### src/rtl/bin_to_bcd_seq_if.sv
`default_nettype none
// ============================================================================
//  Module      : bin_to_bcd_seq_if
//  Description : Request/result bundle for the sequential binary-to-BCD
//                converter. The master issues start/bin; the converter
//                (slave) returns busy, done and the packed BCD result.
//  Revision    : 1.0 - initial release
// ============================================================================
interface bin_to_bcd_seq_if;
    logic        start;
    logic [7:0]  bin;
    logic        busy;
    logic        done;
    logic [11:0] bcd;

    modport master (
        output start,
        output bin,
        input  busy,
        input  done,
        input  bcd
    );

    modport slave (
        input  start,
        input  bin,
        output busy,
        output done,
        output bcd
    );
endinterface
`default_nettype wire

### src/rtl/bin_to_bcd_seq.sv
`default_nettype none
// ============================================================================
//  Module      : bin_to_bcd_seq
//  Description : Iterative shift-add-3 (double-dabble) converter, 8-bit
//                unsigned binary to 3-digit packed BCD. One bit per cycle,
//                result and a one-cycle done pulse 8 cycles after acceptance.
//  Revision    : 1.0 - initial release
// ============================================================================
module bin_to_bcd_seq (
    input  wire logic         clk,
    input  wire logic         rst,
    bin_to_bcd_seq_if.slave   bus
);

    localparam logic [0:0] IDLE  = 1'b0;
    localparam logic [0:0] SHIFT = 1'b1;

    logic [0:0]  state;
    logic [0:0]  state_next;
    logic [7:0]  shift_reg;
    logic [11:0] scratch;
    logic [2:0]  count;
    logic [11:0] bcd_reg;
    logic        done_reg;

    logic [11:0] adjusted;
    logic [11:0] scratch_next;
    logic [7:0]  shift_next;
    logic        last_step;

    // Add-3 correction on the pre-shift nibbles, then one-bit left shift.
    always_comb begin
        adjusted[11:8] = (scratch[11:8] >= 4'd5) ? scratch[11:8] + 4'd3 : scratch[11:8];
        adjusted[7:4]  = (scratch[7:4]  >= 4'd5) ? scratch[7:4]  + 4'd3 : scratch[7:4];
        adjusted[3:0]  = (scratch[3:0]  >= 4'd5) ? scratch[3:0]  + 4'd3 : scratch[3:0];
        // The top adjusted bit is always shifted out; it is zero for 8-bit operands.
        scratch_next   = 12'({adjusted, shift_reg[7]});
        shift_next     = {shift_reg[6:0], 1'b0};
        last_step      = (count == 3'd7);
    end

    // State register.
    always_ff @(posedge clk) begin
        if (rst) begin
            state <= IDLE;
        end else begin
            state <= state_next;
        end
    end

    // Next-state: accept start only when idle, leave SHIFT after the 8th bit.
    always_comb begin
        state_next = state;
        case (state)
            IDLE:    if (bus.start) state_next = SHIFT;
            SHIFT:   if (last_step) state_next = IDLE;
            default: state_next = IDLE;
        endcase
    end

    // Outputs: busy follows the state, done/bcd come from registers.
    always_comb begin
        bus.busy = (state == SHIFT);
        bus.done = done_reg;
        bus.bcd  = bcd_reg;
    end

    // Datapath: operand capture, per-bit conversion step and result latch.
    always_ff @(posedge clk) begin
        if (rst) begin
            shift_reg <= 8'd0;
            scratch   <= 12'd0;
            count     <= 3'd0;
            bcd_reg   <= 12'd0;
            done_reg  <= 1'b0;
        end else begin
            done_reg <= 1'b0;
            case (state)
                IDLE: begin
                    if (bus.start) begin
                        shift_reg <= bus.bin;
                        scratch   <= 12'd0;
                        count     <= 3'd0;
                    end
                end
                SHIFT: begin
                    shift_reg <= shift_next;
                    scratch   <= scratch_next;
                    count     <= count + 3'd1;
                    if (last_step) begin
                        bcd_reg  <= scratch_next;
                        done_reg <= 1'b1;
                    end
                end
                default: ;
            endcase
        end
    end

endmodule
`default_nettype wire

### src/flat_wrapper.sv
// flat-port wrapper written by rule: the top's interface ports become plain ports
module bin_to_bcd_seq_flat 
  (clk, rst, bus_start, bus_bin, bus_busy, bus_done, bus_bcd);
  bin_to_bcd_seq_if bus_i ();
  input  wire logic clk;
  input  wire logic rst;
  input wire logic [$bits(bus_i.start)-1:0] bus_start;
  input wire logic [$bits(bus_i.bin)-1:0] bus_bin;
  output wire logic [$bits(bus_i.busy)-1:0] bus_busy;
  output wire logic [$bits(bus_i.done)-1:0] bus_done;
  output wire logic [$bits(bus_i.bcd)-1:0] bus_bcd;
  assign bus_i.start = bus_start;
  assign bus_i.bin = bus_bin;
  assign bus_busy = bus_i.busy;
  assign bus_done = bus_i.done;
  assign bus_bcd = bus_i.bcd;
  bin_to_bcd_seq u_core (.clk(clk), .rst(rst), .bus(bus_i));
endmodule
### config.mk
export PLATFORM = sky130hd
export DESIGN_NAME = bin_to_bcd_seq_flat
export DESIGN_NICKNAME = d
export VERILOG_FILES = /design/src/rtl/bin_to_bcd_seq_if.sv /design/src/rtl/bin_to_bcd_seq.sv /design/src/flat_wrapper.sv
export SDC_FILE = /design/constraint.sdc
export NUM_CORES = 1
export LEC_CHECK = 0
export BUFFER_PORTS_ARGS = -buffer_cell sky130_fd_sc_hd__buf_2
export CAP_MARGIN = 20
export CORE_AREA = 2 2 72 74
export CTS_CLUSTER_DIAMETER = 60
export DETAILED_ROUTE_END_ITERATION = 12
export DIE_AREA = 0 0 74 76
export PLACE_DENSITY_LB_ADDON = 0.08
export SYNTH_ARGS = -nofsm -noshare
export SYNTH_HDL_FRONTEND = slang
export SYNTH_SLANG_ARGS = --single-unit
### constraint.sdc
create_clock -name clk -period 4.2 [get_ports clk]
set_clock_uncertainty 0.1 [all_clocks]
set_input_delay 0.63 -clock clk [delete_from_list [all_inputs] [get_ports clk]]
set_output_delay 0.63 -clock clk [all_outputs]
set_load 0.02 [all_outputs]
==> out/results.tsv <==
stage	metric	value	unit
floorplan	I/O pin count	25	
floorplan	die footprint	5620	µm²
yosys	synthesized area	1650	µm²
sta	FMAX	490	MHz
yosys	yosys warns	0	
global_route	vias in the first global route	1190	
floorplan	Die H	76	µm
yosys	largest family of logic cells by synthesized area	simple AND/OR/NAND/NOR gates	
sta	total negative setup slack	0	ps
clock_network	Clock Root Buffer	clkbuf_8	
clock_network	CTS tree	built	
critical_path	crit path cell chain	buf_8 -> buf_2	
yosys	post-synthesis mux area share	8.28	%
global_route	initial antenna violation count	0	
detailed_routing	DRC	0	
critical_path	startpoint types	register	
clock_network	hold_buf cts	0	
cells_and_area	P&R area growth vs syn	18.6	%
placed_design	Setup WS pre-CTS	2000	ps
yosys	Syn Nets	204	
floorplan	die width	74	µm
sta	Final WS setup	2160	ps
global_route	first-pass GRT wire length	5570	µm
power	final total power	0.771	mW
yosys	post-synthesis cell type count	29	
yosys	Synth area leader	dfxtp_1	
cells_and_area	FF+latch area	741	µm²
yosys	Synth Area in Simple Gates	17.4	%
critical_path	Critical Path AT	1310	ps
yosys	top post-synthesis cells by area	dfxtp_1, mux2i_1, ha_1, a21oi_1, o21ai_1	
clock_network	CTS resizes	0	
detailed_routing	Vias/cell	4.74	
power	Pwr per Cell Area	395	nW/µm²
power	peak supply drop	0.000198	V
detailed_routing	drt pass-1 iters	4	
yosys	Synth Area in Compound Gates	16.8	%
cells_and_area	ratio of cells with drive above 1 in the final layout	19.2	%
clock_network	Clk pin slew, worst setup/hold paths	80	ps
yosys	Yosys reg bits	37	
sta	RSZ-0062 raised after global routing	no	
detailed_routing	routed wire length	3400	µm
clock_network	H-Tree Depth	2	
cells_and_area	Final #Nets	226	
yosys	Yosys top cell area share	45.0	%
yosys	Adder-Cell Fraction of Synth Area	6.08	%
detailed_routing	initial detailed-routing violation count	70	
global_route	gr usage total	12.8	%
sta	worst relative slew slack	27.1	%
sta	setup violators final	0	
flow_run	Max-Cap Viols	0	
floorplan	num rows	26	
placed_design	estimated wirelength of the detail-placed design	2370	µm
global_route	largest net degree at the start of global routing	34	
min_path	HP Class	register to register	
placed_design	routability congestion estimate	0.713	
placed_design	PortBufs	24	
critical_path	Max stage delay cell, worst path	dfxtp_1	
sta	Worst Hold Margin	345	ps
power	leakage power	0.804	nW
clock_network	Clock Sinks	37	
sta	Final min period	2040	ps
critical_path	WS Path Type	register to output port	
floorplan	starting density of the core	33.5	%
cells_and_area	Multi-input gate area	826	µm²
sta	Hold Vio Cnt, Final	0	
sta	Slew @ Worst Pin	1090	ps
clock_network	postcts setup bufs	0	
yosys	register area share after synthesis	45.0	%
clock_network	CTS Buf Count	5	
floorplan	Core ar.	4910	µm²
critical_path	Crit path largest cell delay	610	ps
critical_path	Worst EP required	3470	ps
critical_path	crit path capture type	output port	
status	status	finished clean	
yosys	Syn Area/Cell	8.90	µm²
critical_path	CP Max Fanout	21	
clock_network	Max clock buf depth	2	
global_route	gr ovfl total	0	
yosys	XOR/XNOR share of the synthesized area	1.60	%
detailed_routing	remaining antenna violation count	0	
clock_network	clock latency on the worst-skew pair	290	ps
yosys	Mapped Cells	185	
sta	max-slew violations	0	
detailed_routing	WL/cell	12.2	µm
sta	period utilization	48.6	%
detailed_routing	via count	1317	
cells_and_area	Antenna diodes	0	
cells_and_area	Fill cells	502	
-- worst max-delay path: cells and delay by family (launching register included) --
kind	cells	cell delay [ps]
buf+inv	2	410
flops	1	610
-- metal layers --
metal  track usage [%]  up-vias  share of wire [%]
met1              16.8      589                 47
li1                  -      686                  -
met5                 0        -                  0
met4              5.45        0                1.7
met2              19.6       35                 46
met3              3.17        7                5.0
-- layout by cell type, fill, tap and decap left out, types with 3 or more instances in the layout --
cell	Yosys	final
a22o_1	3	3
inv_1	6	6
clkbuf_8	0	5
nor3b_1	7	7
mux2i_1	11	11
ha_1	8	8
nand3_1	7	7
nor3_1	7	7
xnor2_1	3	3
nand2b_1	4	4
nor2_1	21	21
buf_2	7	24
dfxtp_1	37	37
nand2_1	10	10
a21oi_1	19	19
o21ai_1	17	17
-- logic make-up (layout without fill, tap and decap cells) --
family                   Yosys count  count (layout)
flip-flops                        37              37
AO/OA/AOI/OAI                     47              47
adder cells (fa/ha/maj)            8               8
multiplexers                      13              13
buffers and inverters             18              41
XOR/XNOR                           3               3
AND/OR/NAND/NOR                   59              59
-- worst paths after layout --
path	start	to	slack [ps]	cells past startpoint
setup / recovery	u_core.bus.busy$_SDFF_PP0_	bus_busy	2160	2
hold / removal	u_core.bus.bcd[8]$_SDFFE_PP0P_	u_core.bus.bcd[8]$_SDFFE_PP0P_	350	2
setup reg to reg	u_core.count[0]$_SDFFE_PP0P_	u_core.bus.bcd[5]$_SDFFE_PP0P_	2210	4
hold reg to reg	u_core.bus.bcd[8]$_SDFFE_PP0P_	u_core.bus.bcd[8]$_SDFFE_PP0P_	350	2
-- cells in the mapped netlist --
cell and n:
buf_4 1, ha_1 8, a21oi_1 19, o41ai_1 1, inv_1 6, buf_2 7
xnor2_1 3, nor2b_1 1, mux2i_1 11, nand2_1 10, nand2b_1 4, mux2_4 1
o21ai_2 2, a21oi_2 1, a21o_1 2, nor3_1 7, or4b_1 1, o21ai_1 17
inv_2 2, dfxtp_1 37, a22o_1 3, a32o_1 2, nand3_1 7, clkbuf_1 1
or2_1 1, buf_1 1, nor3b_1 7, nor2_1 21, mux2_2 1
-- report_power, final --
group	switching (mW)	internal, mW	leakage [nW]
Combinational	0.0272	0.0164	0.436
Sequential	0.00596	0.357	0.300
Clock	0.129	0.236	0.0681
Total	0.162	0.609	0.804
-- layout make-up --
| cell class | count | share of cell area, % |
|---|---|---|
| flip-flops and latches | 37 | 37.9 |
| clock buffers | 5 | 3.52 |
| well taps | 70 | 4.48 |
| inverters | 8 | 1.54 |
| multi-input cells | 130 | 42.3 |
| clock inverters | 3 | 3.33 |
| repair buffers | 25 | 6.92 |
-- metrics by stage --
step / utilization, % / area, µm² / instances
final: 39.8 / 1950 / 278
after global routing: 39.8 / 1950 / 278
after CTS: 39.5 / 1940 / 277
after detailed placement: 36.7 / 1800 / 269
after global placement: 36.7 / 1800 / 269
after floorplan: - / 1650 / 185
(Power assumes the default switching activity.)
